**config.mk**
```make
export PLATFORM = sky130hd
export DESIGN_NAME = tick_sched
export DESIGN_NICKNAME = d
export VERILOG_FILES = /design/src/rtl/tick_sched.sv
export SDC_FILE = /design/constraint.sdc
export NUM_CORES = 1
export LEC_CHECK = 0
export ABC_AREA = 0
export BUFFER_PORTS_ARGS = -buffer_cell sky130_fd_sc_hd__buf_4
export CELL_PAD_IN_SITES_DETAIL_PLACEMENT = 1
export CELL_PAD_IN_SITES_GLOBAL_PLACEMENT = 1
export CORE_UTILIZATION = 41
export DETAILED_ROUTE_END_ITERATION = 16
export PLACE_DENSITY_LB_ADDON = 0.1
export SKIP_LAST_GASP = 1
export SYNTH_ARGS = -nofsm -noshare
export SYNTH_HDL_FRONTEND = slang
export SYNTH_SLANG_ARGS = --single-unit
```
**constraint.sdc**
```tcl
create_clock -name clk -period 1.99 [get_ports clk]
set_clock_uncertainty 0.15 [all_clocks]
set_input_delay 0.199 -clock clk [delete_from_list [all_inputs] [get_ports clk]]
set_output_delay 0.199 -clock clk [all_outputs]
set_load 0.05 [all_outputs]
```
**src/rtl/tick_sched.sv**
```systemverilog
// tick_sched
// ----------
// Run-time programmable time base. A single prescale counter divides clk
// into a square out_clk and a one-cycle tick enable that fires on every
// out_clk toggle. The half-period terminal count and the run mode
// (continuous or one-shot) are written through a valid/ready port; start
// and stop sequence the counter between IDLE and RUN.
//
// Ports:
//   clk          system clock
//   rst          synchronous, active-high reset
//   cfg_valid    configuration request
//   cfg_ready    configuration accepted when cfg_valid && cfg_ready
//   cfg_half     requested half-period terminal count (toggle every half+1)
//   cfg_oneshot  0 = continuous, 1 = one-shot (one full out_clk period)
//   start        begin counting (level sampled each cycle)
//   stop         abort counting (wins over start and terminal count)
//   out_clk      divided square wave
//   tick         one-cycle pulse coincident with every out_clk toggle
//   busy         high while in RUN
//   done         one-cycle pulse on one-shot completion or executed stop
//
// All outputs are registered.

module tick_sched #(
    parameter int CNT_W        = 25,
    parameter int DEFAULT_HALF = 24999
) (
    input  logic             clk,
    input  logic             rst,
    input  logic             cfg_valid,
    output logic             cfg_ready,
    input  logic [CNT_W-1:0] cfg_half,
    input  logic             cfg_oneshot,
    input  logic             start,
    input  logic             stop,
    output logic             out_clk,
    output logic             tick,
    output logic             busy,
    output logic             done
);

    typedef enum logic [0:0] {
        IDLE = 1'b0,
        RUN  = 1'b1
    } state_t;

    state_t           state, state_nxt;
    logic [CNT_W-1:0] cnt, cnt_nxt;
    logic [CNT_W-1:0] half_act, half_nxt;
    logic             oneshot_act, oneshot_nxt;
    logic [CNT_W-1:0] shadow_half, shadow_half_nxt;
    logic             shadow_oneshot, shadow_oneshot_nxt;
    logic             pending, pending_nxt;
    logic             tog_cnt, tog_nxt;
    logic             out_nxt, tick_nxt, busy_nxt, done_nxt, ready_nxt;
    logic             accept;

    assign accept = cfg_valid && cfg_ready;

    // Next-state and next-output logic. Every register has a combinational
    // "next" value here; the flop process below only captures them.
    always_comb begin
        state_nxt          = state;
        cnt_nxt            = cnt;
        out_nxt            = out_clk;
        tick_nxt           = 1'b0;
        done_nxt           = 1'b0;
        half_nxt           = half_act;
        oneshot_nxt        = oneshot_act;
        shadow_half_nxt    = shadow_half;
        shadow_oneshot_nxt = shadow_oneshot;
        pending_nxt        = pending;
        tog_nxt            = tog_cnt;

        case (state)
            IDLE: begin
                cnt_nxt     = '0;
                out_nxt     = 1'b0;
                tog_nxt     = 1'b0;
                pending_nxt = 1'b0;
                // Config loads directly, so a start in the same cycle
                // already runs with the new values.
                if (accept) begin
                    half_nxt    = cfg_half;
                    oneshot_nxt = cfg_oneshot;
                end
                if (start && !stop) begin
                    state_nxt = RUN;
                end
            end

            RUN: begin
                if (stop) begin
                    // Stop beats a terminal count on the same edge: no tick,
                    // and any shadowed config is thrown away.
                    state_nxt   = IDLE;
                    cnt_nxt     = '0;
                    out_nxt     = 1'b0;
                    done_nxt    = 1'b1;
                    pending_nxt = 1'b0;
                    tog_nxt     = 1'b0;
                end else begin
                    // cfg_ready is low while pending, so an accept here can
                    // never collide with the apply below.
                    if (accept) begin
                        shadow_half_nxt    = cfg_half;
                        shadow_oneshot_nxt = cfg_oneshot;
                        pending_nxt        = 1'b1;
                    end
                    if (cnt == half_act) begin
                        cnt_nxt  = '0;
                        out_nxt  = ~out_clk;
                        tick_nxt = 1'b1;
                        // New half-period only takes effect at a period
                        // boundary, so cnt can never overshoot it.
                        if (pending) begin
                            half_nxt    = shadow_half;
                            oneshot_nxt = shadow_oneshot;
                            pending_nxt = 1'b0;
                        end
                        // One-shot ends on the second toggle, which brings
                        // out_clk back to 0. The mode in force for this
                        // period decides, even if a new one is applied now.
                        if (oneshot_act && tog_cnt) begin
                            state_nxt = IDLE;
                            done_nxt  = 1'b1;
                            tog_nxt   = 1'b0;
                        end else begin
                            tog_nxt = ~tog_cnt;
                        end
                    end else begin
                        cnt_nxt = cnt + CNT_W'(1);
                    end
                end
            end

            default: begin
                state_nxt = IDLE;
            end
        endcase

        busy_nxt  = (state_nxt == RUN);
        ready_nxt = (state_nxt == IDLE) || !pending_nxt;
    end

    // State and output registers with synchronous reset.
    always_ff @(posedge clk) begin
        if (rst) begin
            state          <= IDLE;
            cnt            <= '0;
            out_clk        <= 1'b0;
            tick           <= 1'b0;
            busy           <= 1'b0;
            done           <= 1'b0;
            cfg_ready      <= 1'b1;
            half_act       <= CNT_W'(DEFAULT_HALF);
            oneshot_act    <= 1'b0;
            shadow_half    <= '0;
            shadow_oneshot <= 1'b0;
            pending        <= 1'b0;
            tog_cnt        <= 1'b0;
        end else begin
            state          <= state_nxt;
            cnt            <= cnt_nxt;
            out_clk        <= out_nxt;
            tick           <= tick_nxt;
            busy           <= busy_nxt;
            done           <= done_nxt;
            cfg_ready      <= ready_nxt;
            half_act       <= half_nxt;
            oneshot_act    <= oneshot_nxt;
            shadow_half    <= shadow_half_nxt;
            shadow_oneshot <= shadow_oneshot_nxt;
            pending        <= pending_nxt;
            tog_cnt        <= tog_nxt;
        end
    end

endmodule

```
# Word-level counts from Yosys, hierarchy flattened
# Index checks and enable logic that the tools add are counted.
# word_totals
reg_bits	84
rom_bits	0
ramBits	0
n_memories	0
latch_bits	0
# op_classes
mux	34
multipliers	0
bitwise_logic	5
shifts	0
n_lt_le_gt_ge	0
div_mod_pow	0
reduce_logical	10
add_sub_neg	1
n_eq_ne	6
# op_table
cell	count
$mux 25	6
$pmux 25 s2	2
$add 25x1->25 const B	1
$eq 25x25->1	1
$mux 1	21
$pmux 1 s2	5
$not 1->1	5
$ne 2x1->1 const B	2
$ne 2x2->1 const B	2
$reduce_and 4->1	1
$logic_and 1x1->1	3
$ne 3x2->1 const B	1
$reduce_and 3->1	1
$reduce_or 3->1	1
$logic_not 1->1	2
$reduce_or 2->1	1
$logic_or 1x1->1	1

# Longest topological paths before layout
# Gate-level depths: netlist of run 1.
# logic_depth
word_depth	8
mapped_depth	9
mapped_depth_nobuf	7

# Worst setup path before layout of run 1
# No wires, ideal clock.
# synth_path
path_type	register to register
from	register state
to	register half_act[16]
period_less_slack_ps	2131
path_buffers	2
slack_ps	-141
arrival_ps	1859
path_stages_with_launch	8
path_cell_list	dfxtp_1 -> clkbuf_1 -> nor2b_1 -> nand2_1 -> nor3_4 -> buf_6 -> o21ai_0 -> o311a_1
# synth_via
elab_chain_len	3
# synth_rtl
element	line	text
start, declared	48	state_t state, state_nxt;
start signal, assigned	164	state <= state_nxt;
$not 1->1 (no line)	-	
$ne 2x2->1 (no line)	-	
$reduce_and 4->1 (no line)	-	
end signal, assigned	157	half_act <= CNT_W'(DEFAULT_HALF);
end signal, assigned	171	half_act <= half_nxt;
end, declared	50	logic [CNT_W-1:0] half_act, half_nxt;
# Parallel ways exist; a longest one is shown, timed or not.
# A chain may end at the register's enable or synchronous reset.

# Worst setup path after layout of run 1
# layout_path
from	register half_act[24]
to	register cnt[10]
# layout_via
elab_chain_len	4
# layout_rtl
element	line	text
$eq 25x25->1	111	if (cnt == half_act) begin
$mux 25	111	
$mux 25	94	if (stop) begin
$pmux 25 s2	76	case (state)
end signal, assigned	165	cnt <= cnt_nxt;
end, declared	49	logic [CNT_W-1:0] cnt, cnt_nxt;
# No other way between the ends.

==> impl_metrics.tcl, run 1 <==
set metrics [dict create \
    status "finished, violations left" \
    violations "design-rule violations, negative setup slack" \
    maxSlewHeadroom 0.770 \
    antenna_found_initial 0 \
    syn_area_per_cell_um2 8.93 \
    grt_pass1_wl_um 16100 \
    start_util 0.431 \
    coreArea_um2 8850 \
    synthCells 427 \
    n_antenna_cell 0 \
    synthMuxAreaShare 0.0683 \
    drc 1 \
    synth_xor_area_frac 0.115 \
    place_ws_ns -0.0623 \
    power_density_nw_per_um2 648 \
    worst-path-max-fanout 6 \
    synth-main-ff-cell "dfxtp_1" \
    synth_fp_nets 459 \
    yosysWarnings 0 \
    drt-initial-drc-count 73 \
    vias 3362 \
    fin_ws_ns -0.0717 \
    die_x_um 98.4 \
    drtAntennaViolNets 0 \
    synth_fa_ha_area_frac 0.00328 \
    clkLatencyLatePin_ns 0.35 \
    leakage_nw 2.02 \
    synth_top_family_by_area "simple AND/OR/NAND/NOR gates" \
    root_buffer "clkbuf_8" \
    drive_gt1_frac 0.248 \
    synth_cell_types 35 \
    critPathKind "register to register" \
    crit_slowest_cell "dfxtp_1" \
    drv_cap 0 \
    hold_path_class "primary input to register" \
    period_minus_slack_ns 2.06 \
    cts_max_level 3 \
    syn_area_um2 3810 \
    clock_path_buffers 2 \
    ios 36 \
    timing.fmax_ghz 0.485 \
    cts_tree "built" \
    cts_buffers 9 \
    hold_viol_final 0 \
    min_period_over_period 1.04 \
    cp.arrival_ns 2.16 \
    num-nets-final 555 \
    dieHeight_um 98.4 \
    path_clk_slew_ns 0.08 \
    start_kind "register" \
    cts.sinks 84 \
    seq_area_frac_synth 0.441 \
    viasPerCell 5.31 \
    path_buf_inv 3 \
    synthSimpleGateAreaFrac 0.174 \
    ys_seq_elements 84 \
    grt_start_max_net_pins 53 \
    crit_required_ns 2.08 \
    synth_compound_area_frac 0.143 \
    wl_per_cell_um 17.4 \
    grt_use_total 0.214 \
    setup_viol 53 \
    path_cells "xor2_2 > nor4_2 > nand4_2 > buf_4 > buf_6 > nor2_4 > or2_4 > clkbuf_16 > nor2_1" \
    total_power_mw 3.31 \
    drt_wl_total_um 11000 \
    grt_pass1_vias 3375 \
    synth_edf_count 0 \
    finalWeightedCongestion 0.799 \
    critical-path-top-delay-family "simple AND/OR/NAND/NOR gates" \
    dieArea_um2 9690 \
    numPortBuffers 35 \
    whs_ns 0.0932 \
    grt_overflow 0 \
    place_hpwl_um 6920 \
    end_kind "register" \
    num_rows 34 \
    area_growth_pct 34.0 \
    rsz0062_at_grt "true" \
    critPathMaxStageDelay_ns 0.36 \
    worstMarginPinSlew_ns 0.343 \
    async_flop_share 0 \
    drt_pre_antenna_iters 12 \
    drv_slew 0 \
    vdd_drop_max_v 0.000338 \
    fin_tns_setup_ns -2.19 \
]
==> per-stage QoR <==
| step | instance area (µm²) | utilization | std cells |
|---|---|---|---|
| 3_5_place_dp | 4320 | 0.489 | 574 |
| 4_1_cts | 4810 | 0.543 | 618 |
| 3_3_place_gp | 4320 | 0.489 | 574 |
| 2_1_floorplan | 3810 | - | 427 |
| 5_1_grt | 5110 | 0.577 | 633 |
| 6_report | 5110 | 0.577 | 633 |
==> cell usage after synthesis (3+ instances only) <==
library cell,n,area (µm²)
dfxtp_1,84,1680
nand2_1,64,240
nor2_1,39,146
xor2_1,39,342
a21oi_1,27,135
mux2i_1,26,260
o311a_1,18,180
clkbuf_1,16,60.1
nand3_1,14,70.1
o21ai_0,13,65.1
o21ai_1,13,65.1
nor3_1,12,60.1
xnor2_1,11,96.3
buf_6,9,101
o21a_1,8,60.1
buf_2,4,20.0
nand4_1,4,25.0
and3_1,3,18.8
inv_1,3,11.3
nor4_2,3,37.5
==> final cells by class <==
type,instances,area (µm²)
Inverter,4,15.0
Tap cell,108,135
Multi-Input combinational cell,308,2020
Fill cell,1004,3740
Sequential cell,84,1700
Clock buffer,10,138
Timing Repair Buffer,116,1060
Clock inverter,3,40.0
==> path summary, 6_finish.rpt <==
path                               start                            to  slack (ns)  cells past startpoint
max reg2reg    half_act[24]$_SDFFE_PP0P_            cnt[10]$_SDFF_PP0_       -0.07                      9
min                                  rst  shadow_half[20]$_SDFFE_PP0P_        0.09                      2
min reg2reg  shadow_half[2]$_SDFFE_PP0P_   shadow_half[2]$_SDFFE_PP0P_        0.31                      2
max            half_act[24]$_SDFFE_PP0P_            cnt[10]$_SDFF_PP0_       -0.07                      9
==> logic make-up after synthesis <==
logic type,Yosys count
and+or+nand+nor,147
AOI/OAI and AO/OA,84
DFF,84
xor gates and xnor gates,50
buffers and inverters,35
muxes,26
adders and majority gates,1
==> sequential cells by signal (all words and copies together), names as in the netlist <==
| signal | flops |
|---|---|
| half_act | 25 |
| state | 1 |
| oneshot_act | 1 |
| shadow_half | 25 |
| shadow_oneshot | 1 |
| cnt | 25 |
| out_clk | 1 |
| tick | 1 |
| pending | 1 |
| tog_cnt | 1 |
| cfg_ready | 1 |
| done | 1 |
==> timing repair <==
item                                    4_1_cts  5_1_grt
buffers inserted                              3        8
gates cloned                                  0        7
pin swaps                                     1        9
endpoints found under the setup margin       11       54
resized for setup                             1       36
hold buffers                                 28        0
endpoints found under the hold margin        28        0
==> where the power goes <==
group	internal [mW]	switching (mW)	leakage (nW)
Sequential	1.73	0.0425	0.687
Combinational	0.190	0.174	1.24
Clock	0.590	0.585	0.0939
Total	2.51	0.802	2.02
==> layout by cell type (no fill, tap or decap), types with 11 or more instances in the layout <==
cell	Yosys	routed
a21oi_1	27	27
buf_4	1	72
dfxtp_1	84	76
dlygate4sd3_1	0	28
mux2i_1	26	26
nand2_1	64	64
nand3_1	14	13
nor2_1	39	36
nor3_1	12	11
o21ai_0	13	13
o21ai_1	13	13
o311a_1	18	18
xnor2_1	11	11
xor2_1	39	32
==> per-layer routing <==
| layer | share of wire | GRT usage |
|---|---|---|
| met1 | 0.43 | 0.240 |
| met2 | 0.53 | 0.407 |
| met3 | 0.014 | 0.0340 |
| met4 | 0.020 | 0.0792 |
| met5 | 0 | 0 |
Power figures use the tool's default switching activity.
==> run 2: changes to the inputs <==
--- a/config.mk
+++ b/config.mk
@@ -9,7 +9,7 @@
 export BUFFER_PORTS_ARGS = -buffer_cell sky130_fd_sc_hd__buf_4
 export CELL_PAD_IN_SITES_DETAIL_PLACEMENT = 1
 export CELL_PAD_IN_SITES_GLOBAL_PLACEMENT = 1
-export CORE_UTILIZATION = 41
+export CORE_UTILIZATION = 45
 export DETAILED_ROUTE_END_ITERATION = 16
 export PLACE_DENSITY_LB_ADDON = 0.1
 export SKIP_LAST_GASP = 1
==> constraint.sdc (replaced) <==
create_clock -name clk -period 1.97 [get_ports clk]
set_clock_uncertainty 0.15 [all_clocks]
set_input_delay 0 -clock clk [delete_from_list [all_inputs] [get_ports clk]]
set_output_delay 0 -clock clk [all_outputs]
set_load 0.05 [all_outputs]
==> impl_metrics.tcl, run 2 (same netlist as run 1, synthesis figures left out) <==
set metrics [dict create \
    status "finished, violations left" \
    violations "negative setup slack" \
    root_buffer "clkbuf_8" \
    timing.fmax_ghz 0.469 \
    grt_start_max_net_pins 30 \
    min_period_over_period 1.08 \
    period_minus_slack_ns 2.13 \
    cts_buffers 9 \
    antenna_found_initial 0 \
    pwr-share-clk 0.332 \
    viasPerCell 5.36 \
    hold_path_class "primary input to register" \
    power_density_nw_per_um2 631 \
    swShare 0.263 \
    drv_cap 0 \
    start_kind "register" \
    hold_depth 3 \
    worstMarginPinSlew_ns 0.684 \
    r2r-start "half_act[22]$_SDFFE_PP0P_" \
    p_int_mw 2.39 \
    numPortBuffers 35 \
    leakage_nw 2.03 \
    wl_per_cell_um 18.3 \
    cts.sinks 84 \
    final_cell_mix "dfxtp_1, buf_4, nand2_1, nor2_1, xor2_1" \
    grt_pass1_vias 3558 \
    p_comb_frac 0.115 \
    grt_use_total 0.259 \
    rsz0062_at_grt "true" \
    drt_pre_antenna_iters 4 \
    dieHeight_um 94.0 \
    drc 0 \
    critical-path-top-delay-family "simple AND/OR/NAND/NOR gates" \
    fin_ws_ns -0.164 \
    fin_tns_setup_ns -3.50 \
    cts_tree "built" \
    critPathKind "register to register" \
    hold_viol_final 0 \
    drive_gt1_frac 0.251 \
    power.switching_mw 0.854 \
    n_antenna_cell 0 \
    end_kind "register" \
    cts_max_level 3 \
    setup_viol 55 \
    start_util 0.464 \
    path_clk_slew_ns 0.09 \
    holdCritStartpoint "stop" \
    path_buf_inv 2 \
    crit_slowest_cell "dfxtp_2" \
    maxSlewHeadroom 0.543 \
    critPathCapture "half_act[23]$_SDFFE_PP0P_" \
    grt_overflow 0 \
    place_inst 574 \
    vias 3401 \
    crit_required_ns 2.06 \
    vdd_drop_max_v 0.000481 \
    crit_cells 8 \
    drt-initial-drc-count 78 \
    reg2reg_slack_ns -0.16 \
    worst-path-max-fanout 9 \
    drtAntennaViolNets 0 \
    ios 36 \
    total_power_mw 3.25 \
    area_growth_pct 35.0 \
    reg.largest.list "cnt: 25 flops, half_act: 25 flops, shadow_half: 25 flops" \
    ff2ff_path_depth 8 \
    place_ws_ns -0.129 \
    grt_pass1_wl_um 17100 \
    layout_commonest_cell "dfxtp_1" \
    num-nets-final 557 \
    finalWeightedCongestion 0.787 \
    startpoint "half_act[22]$_SDFFE_PP0P_" \
    r2r-end "half_act[23]$_SDFFE_PP0P_" \
    critPathMaxStageDelay_ns 0.34 \
    drv_slew 0 \
    seqPwrFrac 0.553 \
    coreArea_um2 8220 \
    num_rows 33 \
    die_x_um 94.0 \
    finalNonFillerCells 635 \
    clock_path_buffers 2 \
    drt_wl_total_um 11600 \
    clkLatencyLatePin_ns 0.36 \
    dieArea_um2 8840 \
    place_hpwl_um 6940 \
    cp.arrival_ns 2.23 \
    path_cells "xor2_2 > nor4_1 > nand3_1 > nor3_4 > buf_6 > buf_8 > o21ai_0 > o311a_1" \
]
## run 2: cell types whose count changed in the layout (fill, tap and decap cells not counted), moves of 2 or more
cell           delta
buf_16            +3
buf_4             +2
buf_6             -3
clkbuf_1          +4
dlygate4sd3_1     +2
nor2_2            +2
nor4_1            +2
nor4_2            -2
o21ai_0           -2
## run 2: how the worst min path moves through the flow
stage	end	slack, ns
CTS	state$_SDFF_PP0_	0.21
floorplan	state$_SDFF_PP0_	-0.07
finish	state$_SDFF_PP0_	0.22
global placement	state$_SDFF_PP0_	0.04
detailed placement	state$_SDFF_PP0_	0.05
global route	state$_SDFF_PP0_	0.22
## run 2: power by group through the flow
| stage | Clock, mW | Sequential, mW | Combinational [mW] |
|---|---|---|---|
| global route | 1.18 | 1.80 | 0.399 |
| floorplan | 0 | 1.82 | 0.184 |
| global placement | 0 | 1.82 | 0.293 |
| finish | 1.08 | 1.80 | 0.372 |
| detailed placement | 0 | 1.83 | 0.300 |
| CTS | 1.08 | 1.79 | 0.354 |
## run 2: area by class of cell
cell class                 count  area [µm²]
fill                         926        3070
multi-input combinational    309        2040
clock inverter                 3        15.0
tap                          105         131
timing repair buffer         117        1100
sequential                    84        1700
clock buffer                  13         139
inverter                       4        15.0
## run 2: what timing repair did
| action | in CTS | in global routing |
|---|---|---|
| endpoints found under the setup margin | 26 | 55 |
| hold buffers | 30 | 0 |
| gates resized for setup | 18 | 25 |
| gates cloned | 4 | 3 |
| endpoints found under the hold margin | 57 | 0 |
| setup buffers | 7 | 2 |
| pin swaps | 8 | 11 |
## run 2: per-layer routing
metal  vias up  routed length, µm  part of all wire  GRT usage
met3        23                189             0.016     0.0388
met5         -                  0                 0          0
met2        50               6000              0.52      0.470
met4         0                342             0.029      0.112
met1      1672               5070              0.44      0.300
li1       1656                  -                 -          -
## run 2: stage by stage
step	hold slack [ns]	util	cell area, µm²
after floorplan	-0.0707	-	3810
after global placement	0.0373	0.527	4330
after detailed placement	0.0491	0.527	4330
after CTS	0.207	0.606	4980
after global routing	0.220	0.626	5140
final	0.218	0.626	5140
## run 2: worst min-delay path: stages
cell and delay [ns]:
dlygate4sd3_1 0.53, buf_4 0.12, a2111oi_2 0.04
